`config.mk`:
```
export PLATFORM = sky130hd
export DESIGN_NAME = ll_req_resp_ctrl
export DESIGN_NICKNAME = d
export VERILOG_FILES = /design/src/rtl/ll_pkg.sv /design/src/rtl/ll_tmo_cnt.sv /design/src/rtl/ll_req_resp_ctrl.sv
export SDC_FILE = /design/constraint.sdc
export NUM_CORES = 1
export LEC_CHECK = 0
export CORE_UTILIZATION = 35
export DETAILED_ROUTE_END_ITERATION = 6
export GPL_TIMING_DRIVEN = 0
export HOLD_SLACK_MARGIN = 0.12
export PLACE_DENSITY = 0.75
export SETUP_SLACK_MARGIN = 0.3
export SYNTH_ARGS = -nofsm -noshare
export SYNTH_HDL_FRONTEND = slang
export SYNTH_HIERARCHICAL = 1
export SYNTH_SLANG_ARGS = --single-unit
```
`constraint.sdc`:
```
create_clock -name clk -period 5.4 [get_ports clk]
set_input_delay 0.81 -clock clk [delete_from_list [all_inputs] [get_ports clk]]
set_output_delay 0.81 -clock clk [all_outputs]
set_load 0.1 [all_outputs]
```
`src/rtl/ll_pkg.sv`:
```
`default_nettype none
// ----------------------------------------------------------------------------
// ll_pkg : command ops, error codes, FSM states and sizes shared by the
//          linked-list request/response controller.   Rev 1.0
// ----------------------------------------------------------------------------
package ll_pkg;

  localparam int LL_DATA_DEPTH = 16;
  localparam int LL_PTR_WD     = 5;
  localparam int LL_WR_DATA_WD = 8;
  localparam int LL_RD_DATA_WD = 8;
  localparam int LL_TMO_CYC    = 15;

  typedef enum logic [2:0] {
    OP_APPEND = 3'b000,
    OP_INSERT = 3'b001,
    OP_READ   = 3'b010,
    OP_DELETE = 3'b011,
    OP_CLEAR  = 3'b100
  } ll_op_e;

  typedef enum logic [1:0] {
    ERR_OK    = 2'd0,
    ERR_FULL  = 2'd1,
    ERR_RANGE = 2'd2,
    ERR_TMO   = 2'd3
  } ll_err_e;

  typedef enum logic [1:0] {
    ST_IDLE  = 2'd0,
    ST_ISSUE = 2'd1,
    ST_WAIT  = 2'd2,
    ST_RESP  = 2'd3
  } ll_state_e;

  // Writes complete on wr_done; every other op completes on rd_data_out_vld.
  function automatic logic op_is_write(input logic [2:0] op);
    return (op == OP_APPEND) || (op == OP_INSERT);
  endfunction

endpackage
`default_nettype wire

```
`src/rtl/ll_tmo_cnt.sv`:
```
`default_nettype none
// ----------------------------------------------------------------------------
// ll_tmo_cnt : saturating WAIT-cycle counter; flags the last permitted cycle.
// Rev 1.0
// ----------------------------------------------------------------------------
module ll_tmo_cnt #(
  parameter int TMO_CYC = 15
) (
  input  logic clk,
  input  logic reset_n,
  input  logic clr_i,
  input  logic en_i,
  output logic expired_o
);

  localparam int                CNT_WD   = $clog2(TMO_CYC + 1);
  localparam logic [CNT_WD-1:0] CNT_MAX  = CNT_WD'(TMO_CYC);
  localparam logic [CNT_WD-1:0] CNT_LAST = CNT_WD'(TMO_CYC - 1);

  logic [CNT_WD-1:0] cnt_q;
  logic [CNT_WD-1:0] cnt_d;

  always_comb begin
    cnt_d = cnt_q;
    if (clr_i) begin
      cnt_d = '0;
    end else if (en_i && (cnt_q != CNT_MAX)) begin
      cnt_d = cnt_q + CNT_WD'(1);
    end
  end

  always_ff @(posedge clk or negedge reset_n) begin
    if (!reset_n) begin
      cnt_q <= '0;
    end else begin
      cnt_q <= cnt_d;
    end
  end

  // cnt_q holds the number of WAIT cycles already completed.
  assign expired_o = en_i && (cnt_q >= CNT_LAST);

endmodule
`default_nettype wire

```
`src/rtl/ll_req_resp_ctrl.sv`:
```
`default_nettype none
// ----------------------------------------------------------------------------
// ll_req_resp_ctrl : host command/response front end for a linked-list
//                    next-pointer store, one command in flight.   Rev 1.0
// ----------------------------------------------------------------------------
module ll_req_resp_ctrl
  import ll_pkg::*;
#(
  parameter int DATA_DEPTH = LL_DATA_DEPTH,
  parameter int PTR_WD     = LL_PTR_WD,
  parameter int WR_DATA_WD = LL_WR_DATA_WD,
  parameter int RD_DATA_WD = LL_RD_DATA_WD,
  parameter int TMO_CYC    = LL_TMO_CYC
) (
  input  logic                  clk,
  input  logic                  reset_n,
  input  logic                  cmd_vld,
  output logic                  cmd_rdy,
  input  logic [2:0]            cmd_op,
  input  logic [PTR_WD-1:0]     cmd_pos,
  input  logic [WR_DATA_WD-1:0] cmd_data,
  output logic                  rsp_vld,
  input  logic                  rsp_rdy,
  output logic [RD_DATA_WD-1:0] rsp_data,
  output logic [1:0]            rsp_err,
  output logic                  wr_vld,
  output logic                  wr_insert,
  output logic [PTR_WD-1:0]     wr_pos,
  output logic [WR_DATA_WD-1:0] wr_data_nxt_ptr,
  output logic                  rd_vld,
  output logic                  rd_delete,
  output logic [PTR_WD-1:0]     rd_addr,
  output logic                  make_ll_empty,
  input  logic                  wr_done,
  input  logic [RD_DATA_WD-1:0] rd_data,
  input  logic                  rd_data_out_vld,
  input  logic                  ll_empty,
  input  logic [PTR_WD-1:0]     ll_size
);

  localparam logic [PTR_WD-1:0] DEPTH_FULL = PTR_WD'(DATA_DEPTH);

  ll_state_e             state_q;
  ll_state_e             state_d;
  logic [2:0]            op_q;
  logic [PTR_WD-1:0]     pos_q;
  logic [WR_DATA_WD-1:0] data_q;
  logic [RD_DATA_WD-1:0] rsp_data_q;
  logic [RD_DATA_WD-1:0] rsp_data_d;
  ll_err_e               rsp_err_q;
  ll_err_e               rsp_err_d;
  logic                  live_q;
  ll_err_e               acc_err;
  logic                  accept;
  logic                  done;
  logic                  tmo_expired;

  assign accept = cmd_vld && cmd_rdy;
  assign done   = op_is_write(op_q) ? wr_done : rd_data_out_vld;

  // FULL takes precedence over RANGE for INSERT on a full list.
  always_comb begin
    acc_err = ERR_OK;
    case (cmd_op)
      OP_APPEND: if (ll_size == DEPTH_FULL) acc_err = ERR_FULL;
      OP_INSERT: begin
        if (ll_size == DEPTH_FULL)  acc_err = ERR_FULL;
        else if (cmd_pos > ll_size) acc_err = ERR_RANGE;
      end
      OP_READ, OP_DELETE: if (ll_empty || (cmd_pos >= ll_size)) acc_err = ERR_RANGE;
      OP_CLEAR: acc_err = ERR_OK;
      default:  acc_err = ERR_TMO;
    endcase
  end

  ll_tmo_cnt #(
    .TMO_CYC (TMO_CYC)
  ) u_tmo_cnt (
    .clk       (clk),
    .reset_n   (reset_n),
    .clr_i     (state_q == ST_ISSUE),
    .en_i      (state_q == ST_WAIT),
    .expired_o (tmo_expired)
  );

  always_ff @(posedge clk or negedge reset_n) begin
    if (!reset_n) begin
      state_q <= ST_IDLE;
    end else begin
      state_q <= state_d;
    end
  end

  always_comb begin
    state_d = state_q;
    case (state_q)
      ST_IDLE:  if (accept) state_d = (acc_err == ERR_OK) ? ST_ISSUE : ST_RESP;
      ST_ISSUE: state_d = ST_WAIT;
      ST_WAIT:  if (done || tmo_expired) state_d = ST_RESP;
      ST_RESP:  if (rsp_rdy) state_d = ST_IDLE;
      default:  state_d = ST_IDLE;
    endcase
  end

  always_comb begin
    cmd_rdy         = 1'b0;
    rsp_vld         = 1'b0;
    wr_vld          = 1'b0;
    wr_insert       = 1'b0;
    wr_pos          = '0;
    wr_data_nxt_ptr = '0;
    rd_vld          = 1'b0;
    rd_delete       = 1'b0;
    rd_addr         = '0;
    make_ll_empty   = 1'b0;
    case (state_q)
      ST_IDLE:  cmd_rdy = live_q;
      ST_ISSUE: begin
        case (op_q)
          OP_APPEND: begin
            wr_vld          = 1'b1;
            wr_data_nxt_ptr = data_q;
          end
          OP_INSERT: begin
            wr_vld          = 1'b1;
            wr_insert       = 1'b1;
            wr_pos          = pos_q;
            wr_data_nxt_ptr = data_q;
          end
          OP_READ: begin
            rd_vld  = 1'b1;
            rd_addr = pos_q;
          end
          OP_DELETE: begin
            rd_vld    = 1'b1;
            rd_delete = 1'b1;
            rd_addr   = pos_q;
            wr_pos    = pos_q;
          end
          OP_CLEAR: make_ll_empty = 1'b1;
          default:  ;
        endcase
      end
      ST_RESP:  rsp_vld = 1'b1;
      default:  ;
    endcase
  end

  // Response payload is fixed on acceptance (errors) or on leaving WAIT,
  // then simply held through RESP.
  always_comb begin
    rsp_data_d = rsp_data_q;
    rsp_err_d  = rsp_err_q;
    if (accept) begin
      rsp_data_d = '0;
      rsp_err_d  = acc_err;
    end else if (state_q == ST_WAIT) begin
      if (done) begin
        rsp_data_d = rd_data;
        rsp_err_d  = ERR_OK;
      end else if (tmo_expired) begin
        rsp_data_d = '0;
        rsp_err_d  = ERR_TMO;
      end
    end
  end

  always_ff @(posedge clk or negedge reset_n) begin
    if (!reset_n) begin
      live_q     <= 1'b0;
      op_q       <= 3'b000;
      pos_q      <= '0;
      data_q     <= '0;
      rsp_data_q <= '0;
      rsp_err_q  <= ERR_OK;
    end else begin
      live_q     <= 1'b1;
      rsp_data_q <= rsp_data_d;
      rsp_err_q  <= rsp_err_d;
      if (accept) begin
        op_q   <= cmd_op;
        pos_q  <= cmd_pos;
        data_q <= cmd_data;
      end
    end
  end

  assign rsp_data = rsp_data_q;
  assign rsp_err  = rsp_err_q;

endmodule
`default_nettype wire

```
==> results.md <==
* Status: completed
* Most frequent cells in the layout: 69 x clkdlybuf4s50_1, 50 x nand2_1, 33 x dfrtp_1
* Max transition margin at between 30% and 40%
* Final worst path period need at approximately 3.8 ns
* GPL Wtd Cong at 0.7057
* Row count at 26
* Share of layout cells above drive strength 1 at under 10%
* DR WL/cell at 11.88 um
* Hold_sp: data_q[1]
* Crit-path leading delay family: buffers and inverters
* Post-DP HPWL at 3141 um
* Clk sinks at 33
* Post-synthesis net count at 245
* Synth Flop Type: dfrtp_1
* Core ar. at between 5000 and 6000 um^2
* Crit Reg-Reg Startpoint: state_q[0]
* R2r setup slk at about 3.4 ns
* Post-CTS sizing at 0
* Sequential cell area fraction in the yosys report at 44.87%
* Hold_buf cts at 0
* HP Class: reg2reg
* Die Area at 5552 um^2
* Number of synthesis warnings at 6
* Clock-pin slew on the worst setup and hold paths at 0.07 ns
* Final Hold Fails at 0
* Sequential power share at 28.0%
* PwrDens at roughly 570 nW/um^2
* RR Endpoint: state_q[1]
* Slowest stage delay, CP at 1.15 ns
* Synthesized flop and latch total at 33
* Avg Inst Size Synth at 9.343 um^2
* Int Power at just over 0.7 mW
* Worst vdd ir at 0.0001751 V
* Final setup fails at 0
* Crit-path max FO at 10
* CTS root buf: clkbuf_8
* Die Height at between 70 and 80 um
* Critical path buffers and inverters at 2
* TritonCTS buffer count at 5
* IO Port Bufs at 70
* Cell Chain, Critical Path: inv_1 > ha_1 > nor3b_2 > and2_1 > clkdlybuf4s50_1
* Slew Viols, Final at 0
* Post-DR vias/cell at 4.626
* Fin Hold WS at between 0.4 and 0.5 ns
* CP max stage cell: clkdlybuf4s50_1
* Initial antenna violation count at 0
* CP Capture Type: output port
* CTS tree: built
* Residual overflow from global routing at 0
* Fmax at 260.8 MHz
* Post-Syn Area at between 1500 and 2000 um^2
* Largest net degree at the start of global routing at 34
* First-pass GRT wire length at 6555 um
* Asr flop ratio synth at 100.0%
* Synth-to-layout area growth at 47.25%
* # IOs at 71
* Number of global-route vias before repair at roughly 1.5k
* DP Cell Count at between 300 and 400
* ANT cells at 0
* Worst Path Arrival at 3.02 ns
* Sw Pwr at 0.8103 mW
* Synth Instances at 197
* WS Path Type: reg2out
* Distinct cells, synth at 41
* RSZ-0062 raised after global routing: no
* Postcts setup bufs at 0
* DRC at 0
* CTS Buffer Depth at 2
* H-tree levels at 2
* Hold path cells at 2
* Slew @ Worst Pin at 0.9970 ns
* Total Wirelength at approximately 4000 um
* Antenna-violating nets left at 0
* Post-synth EDFFs at 0
* First drt pass iteration count at 4
* Leakage at 1.284 nW
* Most common cell after layout, fill and taps aside: clkdlybuf4s50_1
* Final total negative setup slack at 0 ns
* Critical Path Start Type: flip-flop
* Clk_lat worst skew at 0.28 ns
* Required @ worst endpoint at 4.59 ns
* Max-cap violations at 0
* WHS Endpoint: data_q[1]
* DIE WIDTH at approximately 75 um
* Tcrit/Tclk final at a little under three quarters
* Layout Skew at 0.006268 ns
* Clock network power share at 11.7%
* Nets at 322
* Initial Utilization at 36.27%
* GRT Util Overall at 15.62%
* Initial DRC count at 49
* Cells on worst reg2reg path at 7
* Vias at 1596
* Gate power share at approximately 60%
* Switch share at 52.87%
* Layout Cells excl Fill at 345
[power by group through the flow]
stage | sequential, mW | combinational, mW | clock [mW]
detailed placement | 0.434 | 0.930 | 0
CTS | 0.430 | 0.933 | 0.187
global placement | 0.430 | 0.917 | 0
finish | 0.429 | 0.925 | 0.179
floorplan | 0.643 | 0.500 | 0
global route | 0.446 | 0.983 | 0.197
[cells in the mapped netlist (all sizes together) (4+ instances only)]
master,number,area [um^2]
nand2,50,187.7
dfrtp,33,825.8
and2,21,131.4
inv,14,52.55
ha,12,150.1
a22o,9,78.83
nor2,7,28.78
a21oi,6,33.78
o21ai,4,20.02
[cell families (layout without fill, tap and decap cells)]
logic type / Yosys count / count (layout) / synth area share (%)
AOI/OAI and AO/OA: 33 / 33 / 14.41
adders and majority gates: 12 / 12 / 8.157
buffers and inverters: 18 / 96 / 3.739
DFF: 33 / 33 / 44.87
muxes: 3 / 3 / 2.175
other: 1 / 1 / 0.2037
and+or+nand+nor: 97 / 97 / 26.44
[sequential cells by signal, indices dropped and copies added, names as in the netlist]
signal / count
rsp_data: 8
op_q: 3
live_q: 1
data_q: 8
pos_q: 5
state_q: 2
u_tmo_cnt/cnt_q: 4
rsp_err: 2
[how the worst max path moves through the flow]
stage	slack [ns]	from	end	depth (start not counted)
after global routing	1.36	state_q[1]	wr_insert	5
after global placement	1.86	state_q[1]	wr_insert	5
final	1.57	state_q[1]	wr_insert	5
after floorplan	0.87	state_q[1]	make_ll_empty	3
after CTS	1.51	state_q[1]	wr_insert	5
after detailed placement	1.83	state_q[1]	wr_insert	5
[metal layers]
metal  GRT usage, %  vias up  part of all wire (%)
met3          3.659        2                   3.2
met2          27.13       36                    52
met1          19.34      742                    44
li1               -      816                     -
met5              0        -                     0
met4          4.403        0                  0.61
[metrics by stage]
step                      instance area, um^2  utilization (%)  setup WS, ns  power, mW
after floorplan                          1841                -        0.8676      1.142
after global placement                   2629            51.80         1.861      1.348
after detailed placement                 2624            51.70         1.827      1.364
after CTS                                2710            53.40         1.509      1.550
after global routing                     2710            53.40         1.365      1.626
final                                    2710            53.40         1.565      1.533
[tightest hold or removal path: cells and delay by family (launching register included)]
kind,cells,cell delay [ns]
simple gates,2,0.11
flops,1,0.33
[final cells by class]
class	instances	area (um^2)
Clock buffer	5	68.82
Sequential cell	33	825.8
Fill cell	514	2365
Clock inverter	3	17.52
Multi-Input combinational cell	146	945.9
Timing Repair Buffer	70	695.7
Tap cell	70	87.58
Buffer	4	16.27
Inverter	14	52.55
No activity file was read; power rests on OpenSTA's default activity.
